## config.mk

```make
export PLATFORM = sky130hd
export DESIGN_NAME = digital_lock_ctrl
export DESIGN_NICKNAME = d
export VERILOG_FILES = /design/src/rtl/digital_lock_ctrl.sv
export SDC_FILE = /design/constraint.sdc
export NUM_CORES = 1
export LEC_CHECK = 0
export BUFFER_PORTS_ARGS = -buffer_cell sky130_fd_sc_hd__buf_2
export CORE_MARGIN = 10
export CORE_UTILIZATION = 60
export DETAILED_ROUTE_END_ITERATION = 8
export GPL_TIMING_DRIVEN = 0
export PLACE_DENSITY = 0.77
export REMOVE_ABC_BUFFERS = 1
export SLEW_MARGIN = 20
export SYNTH_ARGS = -nofsm -noshare
export SYNTH_HDL_FRONTEND = slang
export SYNTH_SLANG_ARGS = --single-unit
```

## constraint.sdc

```tcl
create_clock -name clock -period 5.15 [get_ports clock]
set_clock_uncertainty 0.15 [all_clocks]
set_input_delay 1.03 -clock clock [delete_from_list [all_inputs] [get_ports clock]]
set_output_delay 1.03 -clock clock [all_outputs]
set_load 0.05 [all_outputs]
```

## src/rtl/digital_lock_ctrl.sv

```systemverilog
// Keypad lock controller: code set/confirm, unlock with failed-attempt lockout,
// edge-detected key capture and an inter-digit entry timeout.
module digital_lock_ctrl #(
    parameter int unsigned PASSWORD_LENGTH = 4,
    parameter int unsigned KEY_WIDTH       = 4,
    parameter int unsigned MAX_ATTEMPTS    = 3,
    parameter int unsigned LOCKOUT_CYCLES  = 50000000,
    parameter int unsigned TIMEOUT_CYCLES  = 250000000
) (
    input  logic                                     clock,
    input  logic                                     reset,
    input  logic [KEY_WIDTH-1:0]                     key,
    output logic                                     lock,
    output logic                                     error,
    output logic                                     lockout,
    output logic                                     entry_active,
    output logic [$clog2(PASSWORD_LENGTH+1)-1:0]     digits_entered,
    output logic [$clog2(MAX_ATTEMPTS+1)-1:0]        fail_count
);

    localparam int unsigned DigW  = $clog2(PASSWORD_LENGTH + 1);
    localparam int unsigned FailW = $clog2(MAX_ATTEMPTS + 1);
    localparam int unsigned LockW = $clog2(LOCKOUT_CYCLES + 1);
    localparam int unsigned IdleW = (TIMEOUT_CYCLES > 0) ? $clog2(TIMEOUT_CYCLES + 1) : 1;
    localparam int unsigned BufW  = PASSWORD_LENGTH * KEY_WIDTH;

    typedef enum logic [2:0] {
        StUnlocked, StSet, StConfirm, StCheckSet,
        StLocked, StEnter, StCheckUnlock, StLockout
    } state_e;

    state_e               state_q, state_d;
    logic [KEY_WIDTH-1:0] key_prev_q, key_prev_d;
    logic [BufW-1:0]      buf_q, buf_d, cand_q, cand_d, saved_q, saved_d;
    logic [DigW-1:0]      digits_q, digits_d;
    logic [FailW-1:0]     fail_q, fail_d;
    logic [IdleW-1:0]     idle_q, idle_d;
    logic [LockW-1:0]     lock_cnt_q, lock_cnt_d;
    logic                 lock_q, lock_d, error_q, error_d;
    logic                 lockout_q, lockout_d, entry_q, entry_d;

    logic                 press, last_digit, idle_hit;
    logic [BufW-1:0]      buf_wr;
    logic [IdleW-1:0]     idle_inc;

    always_comb begin
        press      = (|key) && !(|key_prev_q);
        last_digit = (digits_q == DigW'(PASSWORD_LENGTH - 1));
        idle_inc   = idle_q + IdleW'(1);
        idle_hit   = (TIMEOUT_CYCLES != 0) && (idle_inc == IdleW'(TIMEOUT_CYCLES));

        // Slot 0 lives in the MSBs of the entry buffer
        buf_wr = buf_q;
        for (int unsigned i = 0; i < PASSWORD_LENGTH; i++) begin
            if (digits_q == DigW'(i)) begin
                buf_wr[(PASSWORD_LENGTH-1-i)*KEY_WIDTH +: KEY_WIDTH] = key;
            end
        end

        state_d    = state_q;
        key_prev_d = key;
        buf_d      = buf_q;
        cand_d     = cand_q;
        saved_d    = saved_q;
        digits_d   = digits_q;
        fail_d     = fail_q;
        idle_d     = '0;
        lock_cnt_d = '0;
        lock_d     = lock_q;
        error_d    = error_q;
        lockout_d  = lockout_q;

        case (state_q)
            StUnlocked, StSet: begin
                if (press) begin
                    if (state_q == StUnlocked) error_d = 1'b0;
                    if (last_digit) begin
                        cand_d   = buf_wr;
                        buf_d    = '0;
                        digits_d = '0;
                        state_d  = StConfirm;
                    end else begin
                        buf_d    = buf_wr;
                        digits_d = digits_q + DigW'(1);
                        state_d  = StSet;
                    end
                end else if (state_q == StSet) begin
                    if (idle_hit) begin
                        error_d  = 1'b1;
                        buf_d    = '0;
                        cand_d   = '0;
                        digits_d = '0;
                        state_d  = StUnlocked;
                    end else begin
                        idle_d = idle_inc;
                    end
                end
            end
            StConfirm: begin
                if (press) begin
                    buf_d    = buf_wr;
                    digits_d = digits_q + DigW'(1);
                    if (last_digit) state_d = StCheckSet;
                end else if (idle_hit) begin
                    error_d  = 1'b1;
                    buf_d    = '0;
                    cand_d   = '0;
                    digits_d = '0;
                    state_d  = StUnlocked;
                end else begin
                    idle_d = idle_inc;
                end
            end
            StCheckSet: begin
                if (buf_q == cand_q) begin
                    saved_d = cand_q;
                    lock_d  = 1'b1;
                    state_d = StLocked;
                end else begin
                    error_d = 1'b1;
                    state_d = StUnlocked;
                end
                cand_d   = '0;
                buf_d    = '0;
                digits_d = '0;
            end
            StLocked, StEnter: begin
                if (press) begin
                    if (state_q == StLocked) error_d = 1'b0;
                    buf_d    = buf_wr;
                    digits_d = digits_q + DigW'(1);
                    state_d  = last_digit ? StCheckUnlock : StEnter;
                end else if (state_q == StEnter) begin
                    if (idle_hit) begin
                        error_d  = 1'b1;
                        buf_d    = '0;
                        digits_d = '0;
                        state_d  = StLocked;
                    end else begin
                        idle_d = idle_inc;
                    end
                end
            end
            StCheckUnlock: begin
                if (buf_q == saved_q) begin
                    lock_d  = 1'b0;
                    saved_d = '0;
                    fail_d  = '0;
                    state_d = StUnlocked;
                end else begin
                    error_d = 1'b1;
                    fail_d  = fail_q + FailW'(1);
                    if (fail_d == FailW'(MAX_ATTEMPTS)) begin
                        lockout_d = 1'b1;
                        state_d   = StLockout;
                    end else begin
                        state_d = StLocked;
                    end
                end
                buf_d    = '0;
                digits_d = '0;
            end
            StLockout: begin
                if (lock_cnt_q == LockW'(LOCKOUT_CYCLES - 1)) begin
                    fail_d    = '0;
                    lockout_d = 1'b0;
                    state_d   = StLocked;
                end else begin
                    lock_cnt_d = lock_cnt_q + LockW'(1);
                end
            end
            default: state_d = StUnlocked;
        endcase

        entry_d = (state_d == StSet) || (state_d == StConfirm) || (state_d == StEnter);
    end

    always_ff @(posedge clock or posedge reset) begin
        if (reset) begin
            state_q    <= StUnlocked;
            key_prev_q <= '0;
            buf_q      <= '0;
            cand_q     <= '0;
            saved_q    <= '0;
            digits_q   <= '0;
            fail_q     <= '0;
            idle_q     <= '0;
            lock_cnt_q <= '0;
            lock_q     <= 1'b0;
            error_q    <= 1'b0;
            lockout_q  <= 1'b0;
            entry_q    <= 1'b0;
        end else begin
            state_q    <= state_d;
            key_prev_q <= key_prev_d;
            buf_q      <= buf_d;
            cand_q     <= cand_d;
            saved_q    <= saved_d;
            digits_q   <= digits_d;
            fail_q     <= fail_d;
            idle_q     <= idle_d;
            lock_cnt_q <= lock_cnt_d;
            lock_q     <= lock_d;
            error_q    <= error_d;
            lockout_q  <= lockout_d;
            entry_q    <= entry_d;
        end
    end

    assign lock           = lock_q;
    assign error          = error_q;
    assign lockout        = lockout_q;
    assign entry_active   = entry_q;
    assign digits_entered = digits_q;
    assign fail_count     = fail_q;

endmodule

```

==> flow_summary_export.csv <==
group,metric,value,unit
yosys,ys_ff_latch,118,
yosys,syn-cell-area,6490,µm²
yosys,ys_seq_area_frac,0.455,
worst_hold_path,hp-class,"flop to flop",
yosys,synth_edf_count,0,
grt,grt_pass1_vias,5149,
worst_setup_path,crit_path_start,"idle_q[0]",
sta,min_period,3400,ps
pwr,leakage,0.00324,µW
pwr,power_density,409,nW/µm²
yosys,synth_most_common_cell,"dfrtp_1",
worst_setup_path,r2r_start,"idle_q[0]",
cells_and_area,final_cells,851,
clock_network,ctsResizeCount,0,
sta,min_period_over_period,0.661,
cells_and_area,drive_above_1_share,0.0909,
grt,grt_pass1_wl,25.3,mm
yosys,synth_top_area_frac,0.455,
floorplan,die_h,124,µm
route,final_antenna_net_count,0,
worst_setup_path,slowest_delay,510,ps
sta,slew_violations,0,
route,routed_wl,15.2,mm
grt,grt-ovfl-total,0,
cells_and_area,area_delta_synth_final,10.8,%
worst_setup_path,required,5390,ps
yosys,synth_cell_types,66,
route,drc_errors,0,
yosys,yosys-top-cells-area,"dfrtp_1 (46%), xor2_1 (7.2%), nand2_1 (5.5%), nor2_1 (5.0%), xnor2_1 (3.4%)",
place,dp_hpwl,10.1,mm
clock_network,cts-buffers-inserted,17,
worst_setup_path,path_class,"flop to flop",
place,place_congestion,0.929,
floorplan,core_area,10400,µm²
grt,grt_usage,0.211,
floorplan,io_pins,15,
run,maxCapViolCount,0,
sta,maxSlewHeadroom,0.392,
run_status,outcome,"finished, final reports clean",
floorplan,start_util,0.623,
cells_and_area,nNetsFinal,718,
yosys,synth-main-ff-cell,"dfrtp_1",
place,place_ws,1630,ps
sta,worst_pin_slew,911,ps
worst_setup_path,r2r_slack,1750,ps
sta,finalHoldViolCount,0,
worst_setup_path,critPathSlowestCell,"nand3_2",
clock_network,path_clk_slew,50,ps
worst_setup_path,r2r-end,"idle_q[15]",
place,place_area,6640,µm²
sta,setup_viol,0,
worst_setup_path,arrival,3640,ps
sta,max_freq,294,MHz
route,via_per_inst,6.13,
clock_network,cts.sinks,118,
yosys,syn_inst,700,
cells_and_area,antenna_cells,0,
clock_network,clkLatencyLatePin,550,ps
worst_setup_path,crit_chain,"ha_1 -> nand4_1 -> nor4_4 -> nand3_1 -> a41o_1 -> nor4b_4 -> nand2_1 -> nand3_2 -> a21oi_1",
yosys,syn_area_per_cell,9.27,µm²
yosys,ys_warn_count,0,
clock_network,cts_root_buffer,"clkbuf_8",
pwr,finalPower,2940,µW
route,drt_pass1_iterations,5,
sta,worst_slack,1750,ps
grt,antenna_found_initial,0,
pwr,peakVddDrop,349,µV
worst_hold_path,hold_end,"lock",
route,drtIter0Drc,621,
yosys,async_reset_ff_frac,1.00,
worst_setup_path,crit_fanout,28,
worst_setup_path,r2r_cells,9,
worst_setup_path,path_buf_inv,0,
route,vias,5220,
place,port-buffer-count,14,
yosys,synth_area_leader_cell,"dfrtp_1",
route,routedWlPerCell,17.9,µm
floorplan,rows,37,
place,dp.cells,820,
worst_setup_path,setup.worst_path.start_class,"flop",
clock_network,cts_tree,"done",
worst_setup_path,crit_family,"simple AND/OR/NAND/NOR gates",
grt,grt_max_degree,68,
floorplan,die_w,124,µm
worst_setup_path,endpoint_kind,"flop",
floorplan,die-area,15400,µm²
worst_hold_path,min_from,"lock",
cells_and_area,final_area,7190,µm²
clock_network,holdBufCountCts,0,
clock_network,cts.path.max_buffers,2,
clock_network,htreeDepth,4,
yosys,synthTopCellsByCount,"dfrtp_1 (118), nand2_1 (95), nor2_1 (87)",
clock_network,post_cts_buffers,0,
worst_hold_path,hold_path_depth,1,
sta,rsz0062_at_grt,"no",
## cell type report
class,instances,area (µm²)
inverters,29,114
flip-flops and latches,118,2950
clock inverters,10,106
fillers,779,3230
clock buffers,21,439
well taps,136,170
multi-input cells,519,3290
repair buffers,18,115
## layer usage
layer / routed length, µm / up-vias / track usage
li1: - / 2467 / -
met1: 6760 / 2532 / 0.274
met2: 7210 / 192 / 0.329
met3: 1040 / 29 / 0.0633
met4: 216 / 0 / 0.0770
met5: 0 / - / 0
## kinds of logic after synthesis
kind of cell,after synthesis,share of synthesized area
and+or+nand+nor,308,0.239
DFF,118,0.455
AOI/OAI and AO/OA,111,0.123
xor gates and xnor gates,78,0.105
buffers and inverters,63,0.0403
muxes,13,0.0201
adders and majority gates,9,0.0174
## stage by stage
step	setup TNS [ps]	hold slack, ps	util
2_1_floorplan	0	308	-
3_3_place_gp	-84460	304	0.631
3_5_place_dp	0	310	0.638
4_1_cts	0	323	0.690
5_1_grt	0	339	0.690
6_report	0	320	0.690
## state kept, by name (all words and copies together) (netlist names)
register / count
fail_count: 2
digits_entered: 3
cand_q: 16
entry_active: 1
idle_q: 28
error: 1
key_prev_q: 4
buf_q: 16
lock: 1
lock_cnt_q: 26
lockout: 1
state_q: 3
saved_q: 16
## placed cells by master, fill, tap and decap left out, types with 6 or more instances in the layout
cell,Yosys,routed
a21oi_1,13,12
a22o_1,13,13
a22oi_1,6,6
and2_1,8,8
and3_1,10,10
and4_1,11,11
buf_2,8,16
clkbuf_16,0,16
clkinv_2,0,6
dfrtp_1,118,118
ha_1,9,9
inv_1,28,27
mux2i_1,13,13
nand2_1,95,95
nand3_1,31,31
nand4_1,21,21
nor2_1,87,87
nor4_1,11,11
o21ai_0,30,30
xnor2_1,25,25
xor2_1,53,53
## worst reg2reg max path, stage by stage (launching register included)
cell	delay [ps]
dfrtp_1	420
ha_1	290
nand4_1	210
nor4_4	440
nand3_1	150
a41o_1	300
nor4b_4	360
nand2_1	280
nand3_2	510
a21oi_1	150
## power by group
part	total (µW)	switching (µW)	leakage, µW	internal [µW]
Sequential	1140	131	0.00159	1010
Clock	1100	409	0.000271	692
Combinational	694	462	0.00137	232
Total	2940	1000	0.00324	1940
## worst max path at each step
stage,endpoint,slack (ps),cells after the start
6_report,idle_q[15],1750,9
5_1_grt,idle_q[15],1490,8
4_1_cts,idle_q[15],1740,9
3_3_place_gp,idle_q[25],-980,4
3_5_place_dp,cand_q[5],1630,7
2_1_floorplan,buf_q[0],840,1
No activity file was read; power rests on OpenSTA's default activity.
